## src/rtl/uart_rx_deserializer.sv

```systemverilog
// uart_rx_deserializer: UART receive front end.
// Synchronizes rx_in, detects the start edge, samples each bit at mid-bit on
// the oversampling tick and assembles the data LSB-first. At the stop-bit
// sample it presents data_out/stop_bit with a one-cycle check_stop strobe.
// Optional feature macro: RX_MAJORITY_EN (3-sample majority vote per bit).
module uart_rx_deserializer #(
  parameter int OVERSAMPLE = 16,
  parameter int DATA_BITS  = 8
) (
  input  logic                 clk,
  input  logic                 rst,
  input  logic                 baud_tick,
  input  logic                 rx_in,
  output logic [DATA_BITS-1:0] data_out,
  output logic                 stop_bit,
  output logic                 check_stop,
  output logic                 start_error,
  output logic                 busy
);

  localparam int CNT_W = (OVERSAMPLE > 1) ? $clog2(OVERSAMPLE) : 1;
  localparam int BIT_W = (DATA_BITS > 1) ? $clog2(DATA_BITS) : 1;
  localparam int S     = OVERSAMPLE / 2 - 1;

  localparam logic [CNT_W-1:0] CNT_LAST = CNT_W'(OVERSAMPLE - 1);
  localparam logic [CNT_W-1:0] CNT_S    = CNT_W'(S);
  localparam logic [BIT_W-1:0] BIT_LAST = BIT_W'(DATA_BITS - 1);

  typedef enum logic [1:0] {
    ST_IDLE  = 2'd0,
    ST_START = 2'd1,
    ST_DATA  = 2'd2,
    ST_STOP  = 2'd3
  } state_t;

  state_t               state_reg;
  logic                 rx_meta_reg;
  logic                 rx_sync_reg;
  logic                 rx_prev_reg;
  logic [CNT_W-1:0]     cnt_reg;
  logic [BIT_W-1:0]     bit_idx_reg;
  logic [DATA_BITS-1:0] sr_reg;
  logic [DATA_BITS-1:0] data_out_reg;
  logic                 stop_bit_reg;
  logic                 check_stop_reg;
  logic                 start_error_reg;
  logic                 busy_reg;

  logic                 sample_point;
  logic                 sample_val;
  logic                 last_tick;

  // Two-flop synchronizer on the asynchronous line; idles high.
  always_ff @(posedge clk) begin
    if (rst) begin
      rx_meta_reg <= 1'b1;
      rx_sync_reg <= 1'b1;
    end else begin
      rx_meta_reg <= rx_in;
      rx_sync_reg <= rx_meta_reg;
    end
  end

`ifdef RX_MAJORITY_EN
  localparam logic [CNT_W-1:0] CNT_S_EARLY = CNT_W'(S - 1);
  localparam logic [CNT_W-1:0] CNT_S_LATE  = CNT_W'(S + 1);

  logic smp_early_reg;
  logic smp_mid_reg;

  // Capture the first two of the three votes; the third is the live line.
  always_ff @(posedge clk) begin
    if (rst) begin
      smp_early_reg <= 1'b1;
      smp_mid_reg   <= 1'b1;
    end else if (baud_tick) begin
      if (cnt_reg == CNT_S_EARLY) smp_early_reg <= rx_sync_reg;
      if (cnt_reg == CNT_S)       smp_mid_reg   <= rx_sync_reg;
    end
  end

  // Decision one tick after mid-bit, by 2-of-3 majority.
  always_comb begin
    sample_point = baud_tick && (cnt_reg == CNT_S_LATE);
    sample_val   = (smp_early_reg & smp_mid_reg) |
                   (smp_early_reg & rx_sync_reg) |
                   (smp_mid_reg   & rx_sync_reg);
  end
`else
  // Single sample taken exactly at mid-bit.
  always_comb begin
    sample_point = baud_tick && (cnt_reg == CNT_S);
    sample_val   = rx_sync_reg;
  end
`endif

  assign last_tick = baud_tick && (cnt_reg == CNT_LAST);

  // Frame FSM: bit timing, shifting, and the registered output strobes.
  always_ff @(posedge clk) begin
    if (rst) begin
      state_reg       <= ST_IDLE;
      rx_prev_reg     <= 1'b1;
      cnt_reg         <= '0;
      bit_idx_reg     <= '0;
      sr_reg          <= '0;
      data_out_reg    <= '0;
      stop_bit_reg    <= 1'b1;
      check_stop_reg  <= 1'b0;
      start_error_reg <= 1'b0;
      busy_reg        <= 1'b0;
    end else begin
      check_stop_reg  <= 1'b0;
      start_error_reg <= 1'b0;
      if (baud_tick) begin
        rx_prev_reg <= rx_sync_reg;
        case (state_reg)
          ST_IDLE: begin
            // Only a high-to-low transition starts a frame, so a line stuck
            // low after a framing error must rise again first.
            if (rx_prev_reg && !rx_sync_reg) begin
              state_reg <= ST_START;
              cnt_reg   <= '0;
              busy_reg  <= 1'b1;
            end
          end
          ST_START: begin
            if (sample_point && sample_val) begin
              start_error_reg <= 1'b1;
              busy_reg        <= 1'b0;
              state_reg       <= ST_IDLE;
              cnt_reg         <= '0;
            end else if (last_tick) begin
              state_reg   <= ST_DATA;
              cnt_reg     <= '0;
              bit_idx_reg <= '0;
            end else begin
              cnt_reg <= cnt_reg + CNT_W'(1);
            end
          end
          ST_DATA: begin
            if (sample_point) begin
              sr_reg <= DATA_BITS'({sample_val, sr_reg} >> 1);
            end
            if (last_tick) begin
              cnt_reg <= '0;
              if (bit_idx_reg == BIT_LAST) begin
                state_reg   <= ST_STOP;
                bit_idx_reg <= '0;
              end else begin
                bit_idx_reg <= bit_idx_reg + BIT_W'(1);
              end
            end else begin
              cnt_reg <= cnt_reg + CNT_W'(1);
            end
          end
          ST_STOP: begin
            // Leave at mid-stop so a back-to-back start edge is not missed.
            if (sample_point) begin
              data_out_reg   <= sr_reg;
              stop_bit_reg   <= sample_val;
              check_stop_reg <= 1'b1;
              busy_reg       <= 1'b0;
              state_reg      <= ST_IDLE;
              cnt_reg        <= '0;
            end else begin
              cnt_reg <= cnt_reg + CNT_W'(1);
            end
          end
          default: begin
            state_reg <= ST_IDLE;
            cnt_reg   <= '0;
            busy_reg  <= 1'b0;
          end
        endcase
      end
    end
  end

  assign data_out    = data_out_reg;
  assign stop_bit    = stop_bit_reg;
  assign check_stop  = check_stop_reg;
  assign start_error = start_error_reg;
  assign busy        = busy_reg;

endmodule

```

## config.mk

```make
export PLATFORM = sky130hd
export DESIGN_NAME = uart_rx_deserializer
export DESIGN_NICKNAME = d
export VERILOG_FILES = /design/src/rtl/uart_rx_deserializer.sv
export SDC_FILE = /design/constraint.sdc
export NUM_CORES = 1
export LEC_CHECK = 0
export ABC_AREA = 1
export BUFFER_PORTS_ARGS = -buffer_cell sky130_fd_sc_hd__buf_2
export CORE_MARGIN = 2
export CORE_UTILIZATION = 50
export DETAILED_ROUTE_END_ITERATION = 12
export GPL_TIMING_DRIVEN = 0
export HOLD_SLACK_MARGIN = 0.02
export PLACE_DENSITY = 0.7
export RECOVER_POWER = 25
export SETUP_SLACK_MARGIN = 0.1
export SYNTH_ARGS = -nofsm -noshare
export SYNTH_HDL_FRONTEND = slang
export SYNTH_SLANG_ARGS = --single-unit
```

## constraint.sdc

```tcl
create_clock -name clk -period 1.6 [get_ports clk]
set_clock_uncertainty 0.05 [all_clocks]
set_input_delay 0.24 -clock clk [delete_from_list [all_inputs] [get_ports clk]]
set_output_delay 0.24 -clock clk [all_outputs]
set_load 0.005 [all_outputs]
```

Yosys cells after proc, flatten, opt, wreduce, memory -nomap -nowiden:

Cells that the tools add are included.

* word-level logic and storage cells: 70
* flip-flop bits (word level): 32
* input port bits: 4

* eq/ne operators: 14
* bitwise operators: 3
* reduce and logical (&&, ||, !) cells: 16
* $add $sub $neg: 2
* multiplexer cells: 23

Operators with widths (number)
* $mux 4: 4
* $pmux 4 s4: 1
* $ne 2x2->1 const B: 7
* $mux 2: 6
* $mux 3: 4
* $reduce_and 5->1: 2
* $pmux 2 s4: 1
* $pmux 3 s2: 1
* $reduce_and 3->1: 2
* $reduce_and 6->1: 1
* $reduce_or 3->1: 2
* $mux 1: 5
* $add 4x1->4 const B: 1
* $eq 2x2->1 const B: 2
* $eq 4x3->1 const B: 1
* $eq 4x4->1 const B: 1
* $logic_and 1x1->1: 4
* $add 3x1->3 const B: 1
* $eq 3x3->1 const B: 1
* $ne 3x3->1 const B: 1
* $not 1->1: 3
* $pmux 1 s3: 1
* $reduce_bool 3->1: 1
* $eq 2x1->1 const B: 1
* other kinds (4): 4

Logic depth before layout (Yosys ltp):

* word-level depth: 5
* gate-level depth with buffers: 12
* mapped depth without buffers: 12

Worst setup path before layout:

Ideal clock, no wire load.

* path kind: reg2reg
* start: reg state_reg[0]
* end: reg with a tool-made name
* path slack: 0.116 ns
* data arrival time: 1.319 ns
* buffers on the path: 0
* library setup time: 0.115 ns
* cell stages (with the launch flop): 13
* clock period less this slack: 1.484 ns
* required time: 1.435 ns
* cells stage by stage: dfxtp_1 -> inv_1 -> ha_1 -> inv_1 -> nand2_1 -> nand2_2 -> inv_2 -> nor2_1 -> inv_2 -> nor2_4 -> nand3_1 -> nand2_1 -> nor2_1

RTL lines
* start: declaration: line 36 `state_t state_reg;`
* start signal: assignment: line 102 `state_reg <= ST_IDLE;`
* start signal: assignment: line 122 `state_reg <= ST_START;`
* start signal: assignment: line 131 `state_reg <= ST_IDLE;`

Worst setup path in the final report:

* start: reg state_reg[0]
* end: reg state_reg[0]

* word-level cells in the longest chain between the ends: 3
* elaborated cells on any way between the ends: 11
* those cells by class: 8 x eq/ne; 1 x mux; 2 x reduce/logical

RTL lines
* $eq 2x1->1 (tied with other cells): line 117 `case (state_reg)`
* $ne 3x3->1 (no line) / $ne 2x2->1 (equally long branches)
* $reduce_and 6->1 (no line)

Parallel ways exist; a longest one is shown, timed or not.
A chain may end at the register's enable or synchronous reset.

==> reports/results.ini <==
[critical_path]
crit_slowest_cell = dfxtp_4
crit_family = simple AND/OR/NAND/NOR gates
cp_data_arrival_time_ns = 1.64
crit_path_end_kind = flip-flop
critPathBufInv = 4
critPathMostFrequentCell = inv_2
rrSetupSlack_ns = 0.17
r2r-end = state_reg[0]
reg2reg_depth = 11
cp.required_ns = 1.81
cp_max_fo = 5
start_kind = flip-flop
r2r-start = state_reg[0]
cpPeakStageDelay_ns = 0.38
cp.depth = 11
critical_path_class = flip-flop to flip-flop
crit_chain = inv_2 -> ha_1 -> inv_1 -> nand2_2 -> nand2_4 -> inv_2 -> nor2_2 -> inv_2 -> nor2_4 -> o21ai_1 -> nor2_1

[yosys]
yosysWarnings = 0
synthesis.area_sq_mm = 0.001418
seq_area_frac_synth_pct = 45.19
syn_nets = 191
yosys_register_bits = 32
syn_avg_cell_area_sq_um = 7.920
synthCells = 179
ys_types = 23

[global_route]
grt.total_usage_pct = 20.01
grt_pass1_vias = 1137
grt_overflow_total = 0
antenna_found_initial = 0
grt_start_max_net_pins = 11
grt_pass1_wl_mm = 4.940

[timing]
setup_violations = 0
period_share_pct = 89.43
min_period_ns = 1.431
tns_ns = 0
slew_viol_final = 0
rsz0062_at_grt = yes
worst_slew_pin_slew_ns = 0.4606
fmax_ghz = 0.6989
fin_hold_ws_ns = 0.1921
hold_viol_final = 0
relSlewSlack_pct = 69.29

[pwr]
max-vdd-ir-drop_mv = 1.051
power_mw = 1.546
leakage_nw = 0.7504
p_seq_share_pct = 52.8
internal-power_mw = 1.181
combPwrFrac_pct = 7.7
power_per_cell_area_mw_per_mm2 = 895.3
power.switching_mw = 0.3648
clockPowerShare_pct = 39.4
swShare_pct = 23.59

[cts]
cts-root-buf = clkbuf_4
insertion_delay_ns = 0.34
cts_buffers = 5
cts_sinks = 32
cts_buffer_depth = 2
cts_tree = yes
clk_pin_slew_ns = 0.10
htreeDepth = 2

[finish]
syn2layout_area_growth_pct = 21.80
stdcell_area_sq_mm = 0.001727
n_antenna_cell = 0
layout-drive-gt1-share_pct = 29.33
utilization_pct = 63.16
final_nets = 219

[die]
start_util_pct = 51.85
die-area_sq_mm = 0.003277
ios = 16
core_area_sq_mm = 0.002734
die_y_um = 57.25
num_rows = 19
die_w_um = 57.25

[hold_path]
holdPathEnd = start_error
hold_path_class = primary input to flip-flop
holdCritStartpoint = baud_tick
hold-path-cell-count = 3

[route]
wl_mm = 3.015
dr.first_iter.drc_count = 43
viasPerCell = 5.322
drc = 0
wl_per_cell_um = 12.62
vias = 1272
final_antenna_net_count = 0
drt-pass1-iter-count = 4

[run]
maxCapViolations = 0

[placed_design]
hpwlAfterDp_mm = 2.065
port_buffers = 14
place_congestion = 0.8619
dpl_cell_area_sq_mm = 0.001526

[run_status]
run_status = completed

per-stage QoR:
| stage | setup slack (ns) | instances |
|---|---|---|
| global placement | -0.01255 | 224 |
| floorplan | 0.1162 | 179 |
| global route | 0.06054 | 239 |
| CTS | 0.05044 | 234 |
| detailed placement | -0.08915 | 224 |
| finish | 0.1691 | 239 |
cells by family (layout without fill, tap and decap cells):
logic type / after synthesis / in the layout / synth area share [%]
AO/OA/AOI/OAI: 36 / 36 / 12.89
flip-flops: 32 / 32 / 45.19
adder cells (fa/ha/maj): 8 / 8 / 7.061
buffers and inverters: 23 / 52 / 6.885
AND/OR/NAND/NOR: 80 / 80 / 27.98
placed cells by master, fill, tap and decap left out, drive strengths merged, types with 8 or more instances in the layout:
master   n
nor2    29
buf     17
o21ai   14
dfxtp   32
inv     18
a21oi   21
ha       8
nand3   20
clkbuf  14
nand2   24
how the worst max path moves through the flow:
| stage | start | to |
|---|---|---|
| 6_report | state_reg[0] | state_reg[0] |
| 3_3_place_gp | state_reg[0] | flip-flop |
| 5_1_grt | state_reg[0] | state_reg[0] |
| 4_1_cts | cnt_reg[0] | state_reg[0] |
| 2_1_floorplan | state_reg[0] | flip-flop |
| 3_5_place_dp | state_reg[0] | state_reg[0] |
layer usage:
layer	track usage, %	vias to the layer above	wire length, um
met4	10.63	0	69
met5	0	-	0
met2	31.36	38	1418
met3	6.803	8	175
met1	24.29	580	1352
li1	-	646	-
power by group through the flow:
| stage | registers, mW | clock network [mW] | logic, mW |
|---|---|---|---|
| 2_1_floorplan | 0.833 | 0 | 0.0714 |
| 3_3_place_gp | 0.834 | 0 | 0.0920 |
| 3_5_place_dp | 0.836 | 0 | 0.0943 |
| 4_1_cts | 0.817 | 0.624 | 0.100 |
| 5_1_grt | 0.818 | 0.660 | 0.132 |
| 6_report | 0.817 | 0.610 | 0.120 |
timing repair:
item	in CTS	in global routing
gates cloned	0	0
hold buffers	0	1
setup endpoints to repair	24	25
pin swaps	2	4
hold endpoints to repair	0	1
buffers inserted	2	4
gates resized for setup	7	22
worst min-delay path, stage by stage:
cell and delay (ns):
buf_2 0.13, inv_2 0.10, nor4_1 0.07
layout make-up:
cell class / instances / area [sq um]
timing repair buffer: 21 / 118.9
fill: 240 / 1007
inverter: 18 / 67.56
clock inverter: 2 / 35.03
multi-input combinational: 124 / 743.2
tap: 31 / 38.79
buffer: 5 / 31.28
clock buffer: 6 / 41.29
sequential: 32 / 650.6
cell usage after synthesis:
master    number  area share (%)
nor4_1         1            0.44
nand3_1       17             6.0
nand2_1       21             5.6
nand3_2        2             1.4
nor2_1        26             6.9
ha_1           8             7.1
nor3_1         3             1.1
dfxtp_1       32              45
clkbuf_1       3            0.79
nand2_4        1            0.79
nor2_4         3             2.4
buf_4          1            0.53
a21oi_1       21             7.4
o21ai_1        1            0.35
nand4_1        1            0.44
o211ai_1       1            0.53
buf_6          1            0.79
nand2_2        2            0.88
inv_1         13             3.4
inv_2          5             1.3
nand3_4        1             1.2
o21ai_0       13             4.6
or2_2          2            0.88
Power figures use the tool's default switching activity.
